==> src/rtl/axi4_stream_pkt.sv <==
// AXI4-Stream register slice (main + skid) that tags packet boundaries
// from a programmable length or upstream TLAST, and counts packets.
module axi4_stream_pkt #(
    parameter int  DN = 1,
    parameter type DT = logic signed [8-1:0],
    parameter int  CW = 16
) (
    input  logic                    ACLK,
    input  logic                    ARESETn,
    input  logic                    ctl_rst,
    input  logic [CW-1:0]           cfg_len,
    output logic [CW-1:0]           sts_cnt,
    output logic [31:0]             sts_pkt,
    input  logic [DN*$bits(DT)-1:0] sti_TDATA,
    input  logic [DN-1:0]           sti_TKEEP,
    input  logic                    sti_TLAST,
    input  logic                    sti_TVALID,
    output logic                    sti_TREADY,
    output logic [DN*$bits(DT)-1:0] sto_TDATA,
    output logic [DN-1:0]           sto_TKEEP,
    output logic                    sto_TLAST,
    output logic                    sto_TVALID,
    input  logic                    sto_TREADY
);

    typedef enum logic {IDLE, PKT} state_t;

    state_t                    state;
    logic [CW-1:0]             len_q;
    logic                      skid_v;
    logic [DN*$bits(DT)-1:0]   skid_d;
    logic [DN-1:0]             skid_k;
    logic                      skid_l;
    logic                      in_xfer;
    logic                      free;
    logic                      tag;

    assign in_xfer = sti_TVALID & sti_TREADY;
    // main can take a new beat when empty or handing its beat off this cycle
    assign free    = ~sto_TVALID | sto_TREADY;
    assign tag     = (sts_cnt == ((state == IDLE) ? cfg_len : len_q))
                   | sti_TLAST;

    always_ff @(posedge ACLK or negedge ARESETn) begin
        if (!ARESETn) begin
            state      <= IDLE;
            len_q      <= '0;
            sts_cnt    <= '0;
            sts_pkt    <= '0;
            sti_TREADY <= 1'b0;
            sto_TVALID <= 1'b0;
            sto_TDATA  <= '0;
            sto_TKEEP  <= '0;
            sto_TLAST  <= 1'b0;
            skid_v     <= 1'b0;
            skid_d     <= '0;
            skid_k     <= '0;
            skid_l     <= 1'b0;
        end else if (ctl_rst) begin
            state      <= IDLE;
            len_q      <= cfg_len;
            sts_cnt    <= '0;
            sts_pkt    <= '0;
            sti_TREADY <= 1'b1;
            sto_TVALID <= 1'b0;
            skid_v     <= 1'b0;
        end else begin
            if (free) begin
                sti_TREADY <= 1'b1;
                if (skid_v) begin
                    // ready was low, so no new beat can arrive here
                    sto_TVALID <= 1'b1;
                    sto_TDATA  <= skid_d;
                    sto_TKEEP  <= skid_k;
                    sto_TLAST  <= skid_l;
                    skid_v     <= 1'b0;
                end else begin
                    sto_TVALID <= in_xfer;
                    if (in_xfer) begin
                        sto_TDATA <= sti_TDATA;
                        sto_TKEEP <= sti_TKEEP;
                        sto_TLAST <= tag;
                    end
                end
            end else if (in_xfer) begin
                skid_v     <= 1'b1;
                skid_d     <= sti_TDATA;
                skid_k     <= sti_TKEEP;
                skid_l     <= tag;
                sti_TREADY <= 1'b0;
            end

            if (state == IDLE) begin
                len_q <= cfg_len;
            end

            if (in_xfer) begin
                if (tag) begin
                    state   <= IDLE;
                    sts_cnt <= '0;
                    sts_pkt <= sts_pkt + 32'd1;
                end else begin
                    state   <= PKT;
                    sts_cnt <= sts_cnt + CW'(1);
                end
            end
        end
    end

endmodule

==> config.mk <==
export PLATFORM = sky130hd
export DESIGN_NAME = axi4_stream_pkt
export DESIGN_NICKNAME = d
export VERILOG_FILES = /design/src/rtl/axi4_stream_pkt.sv
export SDC_FILE = /design/constraint.sdc
export NUM_CORES = 1
export LEC_CHECK = 0
export BUFFER_PORTS_ARGS = -buffer_cell sky130_fd_sc_hd__buf_2
export CAP_MARGIN = 20
export CORE_MARGIN = 5
export CORE_UTILIZATION = 45
export DETAILED_ROUTE_END_ITERATION = 8
export HOLD_SLACK_MARGIN = 0.05
export PLACE_DENSITY = 0.7
export SLEW_MARGIN = 30
export SYNTH_ARGS = -nofsm -noshare
export SYNTH_HDL_FRONTEND = slang
export SYNTH_SLANG_ARGS = --single-unit
==> constraint.sdc <==
create_clock -name ACLK -period 2.2 [get_ports ACLK]
set_clock_uncertainty 0.05 [all_clocks]
set_input_delay 0.33 -clock ACLK [delete_from_list [all_inputs] [get_ports ACLK]]
set_output_delay 0.33 -clock ACLK [all_outputs]
set_load 0.05 [all_outputs]
; ---- Yosys cells after proc, flatten, opt, wreduce, memory -nomap -nowiden
; Index checks and enable logic that the tools add are counted.
[totals]
input_bits = 31
mem_count = 0
reg_bits = 88
output_inout_bits = 60
mem_bits_rw = 0
romBits = 0
latchBits = 0
word_cells = 56
[op_classes]
n_bitwise = 6
eq_ne = 1
reduce_logical = 8
shifts = 0
n_addsub = 2
mul = 0
mux = 26
div = 0
n_lt_le_gt_ge = 0
[op_table]
columns = operator, count
row1 = $mux 32, 3
row2 = $mux 16, 5
row3 = $add 32x1->32 const B, 1
row4 = $add 16x1->16 const B, 1
row5 = $eq 16x16->1, 1
row6 = $mux 1, 16
row7 = $mux 8, 2
row8 = $reduce_bool 2->1, 4
row9 = $reduce_and 3->1, 2
row10 = $not 1->1, 3
row11 = $reduce_bool 3->1, 1
row12 = $or 1x1->1, 2
row13 = $reduce_and 2->1, 1
row14 = $and 1x1->1, 1

; ---- Longest topological paths before layout
[depth]
word_depth = 6
depth_mapped = 11
ltp_nobuf = 7

; ---- Worst setup path before layout
; OpenSTA, ideal clock, no wires.
[synth_timing]
path_kind = reg-to-reg
startpoint = register sts_cnt[5]
endpoint = register sts_pkt[10]
path_buffers = 3
path_slack_ps = -259
setup_time_ps = 78
arrival_ps = 2331
synth_period_minus_slack_ps = 2459
required_ps = 2072
path_stages_with_launch = 9
path_cell_list = dfrtp_1 -> clkbuf_1 -> xnor2_1 -> nor4_1 -> a41oi_1 -> buf_2 -> buf_6 -> or4_1 -> a21oi_1
[synth_via]
elab_chain_len = 4
[synth_rtl]
columns = item, line
row1 = start: declaration, 12  ; output logic [CW-1:0] sts_cnt,
row2 = start signal: assignment, 104  ; sts_cnt <= sts_cnt + CW'(1);
row3 = $eq 16x16->1, 41  ; assign tag = (sts_cnt == ((state == IDLE) ? cfg_len : len_q))
row4 = $or 1x1->1, 42  ; | sti_TLAST;
row5 = $reduce_bool 2->1 (no line), --
row6 = $reduce_and 2->1 (no line), --
row7 = end signal: assignment, 101  ; sts_pkt <= sts_pkt + 32'd1;
row8 = end: declaration, 13  ; output logic [31:0] sts_pkt,
; No other way between the ends.
; A chain may end at the register's enable or synchronous reset.

; ---- Worst setup path after layout
[layout_timing]
startpoint = register state
endpoint = register sts_pkt[31]
[layout_via]
elab_chain_len = 5
[layout_rtl]
columns = item, line
row1 = start: declaration, 28  ; state_t state;
row2 = start signal: assignment, 46  ; state <= IDLE;
row3 = start signal: assignment, 60  ; state <= IDLE;
row4 = start signal: assignment, 99  ; state <= IDLE;
row5 = $mux 16, --
row6 = $eq 16x16->1, 41
row7 = $or 1x1->1, 42
row8 = $reduce_bool 2->1 (no line), --
row9 = $reduce_and 2->1 (no line), --
; No other way between the ends.

==> results.json <==
{
  "critPathLaunchType": "flip-flop",
  "hold_viol_final": 0,
  "rsz0062_at_grt": "yes",
  "finalSetupViolCount": 41,
  "synth_cells": 472,
  "drive_gt1_frac": 0.423,
  "tightest_slew_ns": 0.584,
  "critical-path-top-delay-family": "simple AND/OR/NAND/NOR gates",
  "path_clk_slew_ns": 0.09,
  "cts_buffers": 9,
  "mostFrequentLayoutCell": "buf_2",
  "area_growth_pct": 35.3,
  "rows": 37,
  "layout_common_cells": "buf_2, dfrtp_1, buf_4",
  "maxCapViolations": 0,
  "synth_fp_nets": 505,
  "cts_tree": "yes",
  "core_mm2": 0.0102,
  "wl_per_cell_um": 17.6,
  "pin_count": 91,
  "critPathKind": "flip-flop to flip-flop",
  "synth_ff_type": "dfrtp_1",
  "r2r-end": "sts_pkt[31]",
  "grt-ovfl-total": 0,
  "postLayoutCoreUtil": 0.616,
  "synth_area_per_cell_um2": 9.87,
  "initial_core_util": 0.455,
  "post-route-min-period_ns": 2.56,
  "r2r_start": "state",
  "hpwl_mm": 8.53,
  "max_stage_delay_ns": 0.53,
  "hold_class": "input port to flip-flop",
  "via_count": 4342,
  "netlist_area_mm2": 0.00466,
  "cp_cell_sequence": "buf_12 > mux2i_1 > buf_4 > xnor2_2 > nor4_2 > buf_4 > a41oi_4 > buf_12 > or4_1 > a21oi_1",
  "fin_crit_sh": 1.16,
  "endpoint_kind": "flip-flop",
  "status": "finished with violations",
  "maxSlewViolCount": 0,
  "reg2reg_depth": 10,
  "relSlewSlack": 0.611,
  "violations": "negative setup slack",
  "grt_pass1_vias": 4224,
  "yosysSeqAreaShare": 0.473,
  "cp-startpoint": "state",
  "clock-sinks": 88,
  "io_buffers": 90,
  "ys_seq_elements": 88,
  "worstPathMaxFanout": 29,
  "fin_nets": 636,
  "gp_congestion": 0.843,
  "drt_iter0_drc": 256,
  "worst_slack_ns": -0.361,
  "place_ws_ns": -0.347,
  "htreeDepth": 3,
  "drtAntennaViolNets": 0,
  "synth_warnings": 0,
  "ir_drop_v": 0.000347,
  "max-clock-path-buffers": 2,
  "dieWidth_um": 112,
  "clk_latency_ns": 0.35,
  "worstPathArrival_ns": 2.79,
  "dieArea_mm2": 0.0125,
  "slowest_stage": "or4_1",
  "cp.depth": 10,
  "antenna_found_initial": 0,
  "required_ns": 2.43,
  "power.density_mw_per_mm2": 575,
  "p_leak_nw": 2.63,
  "rrSetupSlack_ns": -0.36,
  "dr.pass1.iters": 4,
  "synth.distinct_cells": 36,
  "synthArstFlopShare": 1.00,
  "grt.total_usage": 0.202,
  "drc": 0,
  "crit_buf_inv": 4,
  "cts-root-buf": "clkbuf_8",
  "grt_pass1_wl_mm": 20.9,
  "wl_mm": 13.1,
  "drt-vias-per-instance": 5.84,
  "cp-endpoint": "sts_pkt[31]",
  "tns_ns": -8.40,
  "grt_max_degree": 53,
  "fmax_mhz": 390,
  "die-height_um": 112,
  "synth_edf_count": 0,
  "diodes": 0
}
==> cell type report <==
cell class	count	area [um2]
clock buffers	11	151
clock inverters	5	55.1
repair buffers	149	1040
flip-flops and latches	88	2220
well taps	136	170
fillers	849	3930
inverters	14	52.6
multi-input cells	341	2610
==> Yosys cell counts, drive strengths merged (2+ instances only) <==
master / instances / area, um2
or4: 25 / 188
and3: 5 / 31.3
mux2i: 33 / 330
nand4: 14 / 87.6
xnor2: 16 / 140
clkbuf: 24 / 90.1
o21a: 3 / 22.5
o31ai: 25 / 188
nor3: 4 / 20.0
nand2: 41 / 154
or3: 7 / 43.8
and2: 3 / 18.8
dfrtp: 88 / 2200
ha: 2 / 25.0
inv: 14 / 52.6
nand3: 20 / 100
a31oi: 9 / 56.3
o22ai: 6 / 37.5
nor2: 21 / 78.8
buf: 5 / 42.5
and4: 5 / 43.8
a21oi: 41 / 205
nor2b: 3 / 18.8
mux2: 23 / 259
nor4: 10 / 68.8
nand2b: 4 / 25.0
o211ai: 4 / 30.0
o21ai: 12 / 60.1
==> per-stage QoR <==
stage | total power, mW | hold WS, ns | cell area, um2 | std cells
finish | 3.63 | 0.134 | 6300 | 744
global route | 3.80 | 0.123 | 6300 | 744
CTS | 3.62 | 0.126 | 5900 | 740
detailed placement | 2.42 | 0.320 | 5590 | 718
global placement | 2.40 | 0.315 | 5590 | 718
floorplan | 2.21 | -0.0156 | 4690 | 472
==> timing repair <==
item,CTS,global route
cloned,3,3
hold buffers,1,0
gates resized for setup,6,73
endpoints found under the setup margin,35,51
pin swaps,1,15
buffers inserted,2,1
endpoints found under the hold margin,43,0
==> kinds of logic (layout without fill, tap and decap cells) <==
kind of cell | after synthesis | after routing | share of synthesized area
buffers and inverters | 43 | 179 | 0.0398
AOI/OAI and AO/OA | 101 | 101 | 0.131
adders and majority gates | 2 | 2 | 0.00537
xor gates and xnor gates | 16 | 16 | 0.0301
DFF | 88 | 88 | 0.473
muxes | 56 | 56 | 0.127
and+or+nand+nor | 166 | 166 | 0.195
==> worst min-delay path by stage <==
stage,from,end,slack (ns),cells after the start
after floorplan,ARESETn,len_q[0],-0.02,0
after global placement,ARESETn,len_q[3],0.31,1
after detailed placement,ARESETn,len_q[3],0.32,1
after CTS,sti_TVALID,sti_TREADY,0.13,2
after global routing,sti_TVALID,sti_TREADY,0.12,2
final,sti_TVALID,sti_TREADY,0.13,2
==> state kept, by name, summed over array words and instances (netlist names) <==
signal and flops:
sts_pkt 32, len_q 16, sts_cnt 16, skid_d 8, sto_TDATA 8, skid_k 1
skid_l 1, skid_v 1, state 1, sti_TREADY 1, sto_TKEEP 1, sto_TLAST 1
sto_TVALID 1
==> worst register-to-register path: stages (launching register included) <==
cell and delay (ns):
dfrtp_2 0.45, buf_12 0.16, mux2i_1 0.12, buf_4 0.14, xnor2_2 0.12, nor4_2 0.25
buf_4 0.16, a41oi_4 0.13, buf_12 0.19, or4_1 0.54, a21oi_1 0.17
==> power by group <==
part | total [mW] | leakage, nW | switching (mW) | internal, mW
clock network | 1.16 | 0.101 | 0.581 | 0.583
logic | 0.670 | 1.41 | 0.410 | 0.260
registers | 1.79 | 1.12 | 0.0645 | 1.73
total | 3.63 | 2.63 | 1.06 | 2.57
==> metal layers <==
metal,share of wire,GRT usage,up-vias
met3,0.062,0.0332,17
met4,0.013,0.0543,0
met1,0.42,0.273,2153
met2,0.51,0.338,152
li1,-,-,2020
met5,0,0,-
No activity file was read; power rests on OpenSTA's default activity.
